[config.mk]
export PLATFORM = sky130hd
export DESIGN_NAME = slice_adder_sequencer
export DESIGN_NICKNAME = d
export VERILOG_FILES = /design/src/rtl/slice_adder_sequencer.sv
export SDC_FILE = /design/constraint.sdc
export NUM_CORES = 1
export LEC_CHECK = 0
export BUFFER_PORTS_ARGS = -buffer_cell sky130_fd_sc_hd__buf_2
export CORE_ASPECT_RATIO = 0.75
export CORE_UTILIZATION = 50
export CTS_CLUSTER_DIAMETER = 150
export DETAILED_ROUTE_END_ITERATION = 6
export PLACE_DENSITY = 0.72
export SLEW_MARGIN = 25
export SYNTH_ARGS = -nofsm -noshare
export SYNTH_HDL_FRONTEND = slang
export SYNTH_SLANG_ARGS = --single-unit
[constraint.sdc]
create_clock -name clk -period 6.22 [get_ports clk]
set_clock_uncertainty 0.15 [all_clocks]
set_input_delay 0.311 -clock clk [delete_from_list [all_inputs] [get_ports clk]]
set_output_delay 0.311 -clock clk [all_outputs]
set_load 0.02 [all_outputs]
[src/rtl/slice_adder_sequencer.sv]
// Multi-cycle WIDTH-bit adder: one shared 4-bit ripple slice processes one
// nibble per clock, LSB first, under an IDLE/RUN/DONE start-busy-done handshake.
module slice_adder_sequencer #(
  parameter int WIDTH = 16
) (
  input  logic             clk,
  input  logic             rst_n,
  input  logic             start,
  input  logic [WIDTH-1:0] A,
  input  logic [WIDTH-1:0] B,
  input  logic             Cin,
  output logic             busy,
  output logic             done,
  output logic [WIDTH-1:0] Sum,
  output logic             Carry
);

  localparam int NSLICE = WIDTH / 4;
  localparam int IDX_W  = (NSLICE > 1) ? $clog2(NSLICE) : 1;

  localparam logic [1:0] S_IDLE = 2'd0;
  localparam logic [1:0] S_RUN  = 2'd1;
  localparam logic [1:0] S_DONE = 2'd2;

  localparam logic [IDX_W-1:0] LAST_IDX = IDX_W'(NSLICE - 1);

  logic [1:0]       state;
  logic [WIDTH-1:0] op_a;
  logic [WIDTH-1:0] op_b;
  logic [WIDTH-1:0] shadow;
  logic             carry_q;
  logic [IDX_W-1:0] idx;

  logic [IDX_W+1:0] nib_lo;
  logic [3:0]       nib_a;
  logic [3:0]       nib_b;
  logic [4:0]       slice_res;
  logic [WIDTH-1:0] shadow_next;
  logic             accept;

  // Four chained full adders; returns {carry_out, sum[3:0]}.
  function automatic logic [4:0] slice_add(input logic [3:0] a,
                                            input logic [3:0] b,
                                            input logic       cin);
    logic [4:0] c;
    logic [3:0] s;
    c[0] = cin;
    for (int i = 0; i < 4; i++) begin
      s[i]   = a[i] ^ b[i] ^ c[i];
      c[i+1] = (a[i] & b[i]) | (c[i] & (a[i] ^ b[i]));
    end
    return {c[4], s};
  endfunction

  assign nib_lo    = {idx, 2'b00};
  assign slice_res = slice_add(nib_a, nib_b, carry_q);
  assign accept    = start && ((state == S_IDLE) || (state == S_DONE));
  assign busy      = (state == S_RUN);
  assign done      = (state == S_DONE);

  // The final nibble is merged combinationally so Sum loads the complete
  // result on the same edge that writes the last shadow nibble.
  always_comb begin
    nib_a       = op_a[nib_lo +: 4];
    nib_b       = op_b[nib_lo +: 4];
    shadow_next = shadow;
    shadow_next[nib_lo +: 4] = slice_res[3:0];
  end

  always_ff @(posedge clk or negedge rst_n) begin
    if (!rst_n) begin
      state   <= S_IDLE;
      op_a    <= '0;
      op_b    <= '0;
      shadow  <= '0;
      carry_q <= 1'b0;
      idx     <= '0;
      Sum     <= '0;
      Carry   <= 1'b0;
    end else begin
      case (state)
        S_RUN: begin
          shadow  <= shadow_next;
          carry_q <= slice_res[4];
          idx     <= idx + 1'b1;
          if (idx == LAST_IDX) begin
            Sum   <= shadow_next;
            Carry <= slice_res[4];
            state <= S_DONE;
          end
        end
        default: begin
          // IDLE and DONE both accept a new request; DONE lasts one cycle.
          if (accept) begin
            op_a    <= A;
            op_b    <= B;
            carry_q <= Cin;
            idx     <= '0;
            state   <= S_RUN;
          end else begin
            state   <= S_IDLE;
          end
        end
      endcase
    end
  end

endmodule

# ---- Word level (Yosys, flattened, before mapping)
# Cells that the tools add are included.
dict set report classes {
  add_sub_neg 2
  eq_ne 4
  n_shift 4
  n_mux 8
  n_bitwise 21
  n_reduce_logical 6
}
# op count
set op_table {}
lappend op_table {{$shiftx 16x5->4} 2}
lappend op_table {{$bwmux 16} 1}
lappend op_table {{$shift 4x6->16 const A} 1}
lappend op_table {{$shiftx 4x6->16} 1}
lappend op_table {{$and 1x1->1} 8}
lappend op_table {{$mux 2} 4}
lappend op_table {{$xor 1x1->1} 8}
lappend op_table {{$neg 4->6} 1}
lappend op_table {{$eq 2x2->1 const B} 2}
lappend op_table {{$or 1x1->1} 4}
lappend op_table {{$reduce_and 2->1} 2}
lappend op_table {{$mux 1} 3}
lappend op_table {{$add 2x1->2 const B} 1}
lappend op_table {{$eq 2x1->1 const B} 1}
lappend op_table {{$logic_not 2->1} 1}
lappend op_table {{$ne 2x1->1 const B} 1}
lappend op_table {{$reduce_bool 2->1} 1}
lappend op_table {{$logic_and 1x1->1} 1}
lappend op_table {{$logic_or 1x1->1} 1}
lappend op_table {{$not 1->1} 1}
dict set report word_totals {
  reg_bits 70
  inputBits 36
  elab_cells 53
}

# ---- Depth between registers and ports, before layout
dict set report depth {
  depth_word 11
  depth_mapped 13
  ltp_nobuf 11
}

# ---- Least setup slack after synthesis
# Ideal clock, no wire load.
dict set report synth_timing {
  kind {register to register}
  from {register idx[0]}
  to {register shadow[3]}
  setup_time_ns 0.122
  arrival_ns 2.774
  path_slack_ns 3.175
  path_stages_with_launch 13
  path_buffers 2
  cell_sequence {dfrtp_1 -> buf_6 -> mux4_2 -> inv_1 -> fa_1 -> inv_1 -> fa_1 -> inv_1 -> fa_1 -> inv_1 -> fa_1 -> buf_4 -> a32o_1}
}
dict set report synth_via {
  elab_chain_len 11
  elab_cells_between_ends 23
  cone_classes {1 x add/sub; 4 x shift; 1 x mux; 17 x bitwise}
}
# item line_no
set synth_lines {}
lappend synth_lines {{from (decl)} 32} ;# logic [IDX_W-1:0] idx;
lappend synth_lines {{from (signal assigned)} 85} ;# idx <= idx + 1'b1;
lappend synth_lines {{$shiftx 16x5->4 (on tied branches)} {64, 65}}
lappend synth_lines {{$xor 1x1->1} {49, 50}}
lappend synth_lines {{$and 1x1->1} 50} ;# c[i+1] = (a[i] & b[i]) | (c[i] & (a[i] ^ b[i]));
lappend synth_lines {{$or 1x1->1} 50}
lappend synth_lines {{$and 1x1->1} 50}
lappend synth_lines {{$or 1x1->1} 50}
lappend synth_lines {{$and 1x1->1} 50}
lappend synth_lines {{$or 1x1->1} 50}
lappend synth_lines {{$xor 1x1->1} 49} ;# s[i] = a[i] ^ b[i] ^ c[i];
lappend synth_lines {{$shiftx 4x6->16} 67} ;# shadow_next[nib_lo +: 4] = slice_res[3:0];
lappend synth_lines {{$bwmux 16 (*)} 67}
lappend synth_lines {{to (signal assigned)} 83} ;# shadow <= shadow_next;
lappend synth_lines {{to (decl)} 30} ;# logic [WIDTH-1:0] shadow;
# Mark *: on every way between the ends. The rest lies on a longest branch, timed or not.
# A chain may end at the register's enable or synchronous reset.

# ---- Worst setup path in the final report
dict set report layout_timing {
  from {register idx[0]}
  to {register Sum[15]}
}
dict set report layout_via {
  elab_chain_len 11
  elab_cells_between_ends 25
  cone_classes {1 x add/sub; 1 x eq/ne; 4 x shift; 1 x mux; 17 x bitwise; 1 x reduce/logical}
}
# item line_no
set layout_lines {}
lappend layout_lines {{$shiftx 16x5->4 (on tied branches)} {64, 65}}
lappend layout_lines {{$xor 1x1->1} {49, 50}}
lappend layout_lines {{$and 1x1->1} 50}
lappend layout_lines {{$or 1x1->1} 50}
lappend layout_lines {{$and 1x1->1} 50}
lappend layout_lines {{$or 1x1->1} 50}
lappend layout_lines {{$and 1x1->1} 50}
lappend layout_lines {{$or 1x1->1} 50}
lappend layout_lines {{$xor 1x1->1} 49}
lappend layout_lines {{$shiftx 4x6->16} 67}
lappend layout_lines {{$bwmux 16} 67}
lappend layout_lines {{to (signal assigned)} 87} ;# Sum <= shadow_next;
lappend layout_lines {{to (decl)} 14} ;# output logic [WIDTH-1:0] Sum,
# Parallel ways exist; a longest one is shown, timed or not.

==> results_dict.tcl <==
set metrics [dict create \
    synthTopCellsByArea "dfrtp_1 53%, mux2_2 12%, mux4_2 4.8%" \
    rows 25 \
    cts_hold_buf 0 \
    grt_overflow 0 \
    highest_layer "met4" \
    ys_ff_latch 70 \
    cts.htree.levels 3 \
    route.met3.wl_um 402 \
    die_h_um 72.1 \
    synth.distinct_cells 29 \
    yosys.area.top_type "dfrtp_1" \
    gp_congestion 0.747 \
    port_buffers 54 \
    seq_area_frac_synth 0.535 \
    core-area_mm2 0.00632 \
    yosysWarnings 0 \
    root_buffer "clkbuf_8" \
    antenna_found_initial 0 \
    mostFrequentLayoutCells "70 x dfrtp_1, 54 x buf_2, 34 x mux2_2, 18 x nor2_1, 16 x a21oi_1" \
    drt-total-wl_mm 6.37 \
    clk-insertion-delay-late_ns 0.35 \
    netlist.area_leader.share 0.535 \
    period_share 0.588 \
    violations "hold timing" \
    clk_pin_slew_ns 0.08 \
    fin_ws_ns 2.56 \
    dp_hpwl_mm 4.43 \
    drt-vias-per-instance 5.44 \
    worstReg2RegStart "idx[0]$_DFFE_PN0P_" \
    final_antenna_net_count 0 \
    grt_start_max_net_pins 71 \
    reg2reg_to "Sum[15]$_DFFE_PN0P_" \
    clockBufferDepth 2 \
    fmax_ghz 0.273 \
    power.leakage_nw 1.71 \
    cts_tree "built" \
    regArea_mm2 0.00175 \
    crit_type "register to register" \
    multi_input_area_mm2 0.00136 \
    slew_viol_final 0 \
    period_needed_ns 3.66 \
    finalNetCount 345 \
    finalPower_mw 2.40 \
    rsz0062_at_grt "no" \
    vias 2094 \
    grt_pass1_vias 2073 \
    fillers 526 \
    syn_area_mm2 0.00328 \
    cts_setup_buffers 0 \
    hold_ws_ns -0.0264 \
    timing.max_cap.violations 0 \
    dieWidth_um 95.5 \
    slew_headroom 0.387 \
    syn2layout_area_growth_pct 15.1 \
    cp-start-kind "register" \
    numCtsBuffers 9 \
    crit_fanout 18 \
    hold_viol 9 \
    grt.total_usage 0.218 \
    cts.sinks 70 \
    die_area_mm2 0.00689 \
    met2WireLength_mm 2.90 \
    postSynthCellCount 248 \
    arrival_ns 3.78 \
    end_kind "register" \
    drt_first_pass_iters 4 \
    finalSetupViolations 0 \
    power_density_mw_per_mm2 637 \
    tightest_slew_ns 0.917 \
    status "finished with violations" \
    ctsResizeCount 0 \
    dp_worst_setup_slack_ns 2.55 \
    reg2reg_depth 11 \
    initial_core_util 0.519 \
    vdd_drop_max_v 0.000305 \
    drt_iter0_drc 127 \
    final_common_cell "dfrtp_1" \
    wl_met1_mm 3.01 \
    drive_gt1_frac 0.395 \
    drc 0 \
    syn-mean-instance-area_um2 13.2 \
    grt_pass1_wl_mm 10.9 \
    crit_required_ns 6.34 \
    syn_nets 294 \
    timing.setup.tns_ns 0 \
    r2r_slack_ns 2.56 \
    wl_per_cell_um 16.5 \
    n_antenna_cell 0 \
    num_io_pins 55 \
    holdCritPathClass "primary input to async pin" \
]
==> flip-flops by register name (all words and copies together) (netlist names) <==
register	cells
Sum	16
carry_q	1
op_a	16
op_b	16
Carry	1
state	2
shadow	16
idx	2
==> logic make-up (layout without fill, tap and decap cells) <==
| logic type | after synthesis | after routing | synth area share |
|---|---|---|---|
| AOI/OAI and AO/OA | 44 | 44 | 0.101 |
| adders and majority gates | 10 | 10 | 0.0473 |
| buffers and inverters | 30 | 86 | 0.0542 |
| DFF | 70 | 70 | 0.535 |
| muxes | 42 | 42 | 0.173 |
| and+or+nand+nor | 52 | 52 | 0.0897 |
==> worst max-delay path: stages (launching register included) <==
cell     delay, ns
dfrtp_1       0.87
mux4_1        0.64
inv_1         0.09
fa_1          0.17
inv_1         0.05
fa_1          0.36
inv_1         0.07
fa_1          0.15
inv_1         0.05
fa_1          0.68
a21oi_1       0.13
a21oi_1       0.16
==> report_power, final <==
group	internal [mW]	switching [mW]
registers	0.671	0.151
logic	0.542	0.635
clock network	0.235	0.170
==> Yosys cell counts, drive strengths merged <==
library cell and count:
and4bb 2, o221ai 2, a21oi 16, a32o 8
buf 17, a22o 9, nand2 4, nor4bb 1
ha 6, fa 4, nor2b 10, a221o 1
inv 13, nor2 18, nand4b 1, nand2b 13
dfrtp 70, o21a 2, mux2 34, a31oi 6
mux4 8, and3b 1, and4b 1, nor3 1
==> how the worst max path moves through the flow <==
| stage | startpoint | end |
|---|---|---|
| after floorplan | idx[0]$_DFFE_PN0P_ | shadow[3]$_DFFE_PN0P_ |
| after global placement | idx[0]$_DFFE_PN0P_ | Sum[15]$_DFFE_PN0P_ |
| after detailed placement | idx[0]$_DFFE_PN0P_ | Sum[15]$_DFFE_PN0P_ |
| after CTS | idx[0]$_DFFE_PN0P_ | Sum[15]$_DFFE_PN0P_ |
| after global routing | idx[0]$_DFFE_PN0P_ | Sum[15]$_DFFE_PN0P_ |
| final | idx[0]$_DFFE_PN0P_ | Sum[15]$_DFFE_PN0P_ |
==> layer usage <==
layer,up-vias,track usage
li1,986,-
met1,1041,0.329
met2,63,0.301
met3,4,0.0629
met4,0,0.0746
met5,-,0
==> area by class of cell <==
type | count | share of cell area
flip-flops and latches | 70 | 0.464
multi-input cells | 148 | 0.359
repair buffers | 57 | 0.0776
clock buffers | 10 | 0.0365
well taps | 81 | 0.0269
clock inverters | 6 | 0.0226
inverters | 13 | 0.0129
==> stage by stage <==
| step | utilization | area, µm² | std cells | hold WS [ns] |
|---|---|---|---|---|
| global placement | 0.562 | 3550 | 369 | 0.316 |
| floorplan | - | 3280 | 248 | -0.135 |
| finish | 0.597 | 3770 | 385 | -0.0264 |
| global route | 0.597 | 3770 | 385 | 0.0238 |
| detailed placement | 0.562 | 3550 | 369 | 0.324 |
| CTS | 0.597 | 3770 | 385 | 0.0302 |
Note: power is estimated with default switching activity, not from simulation.
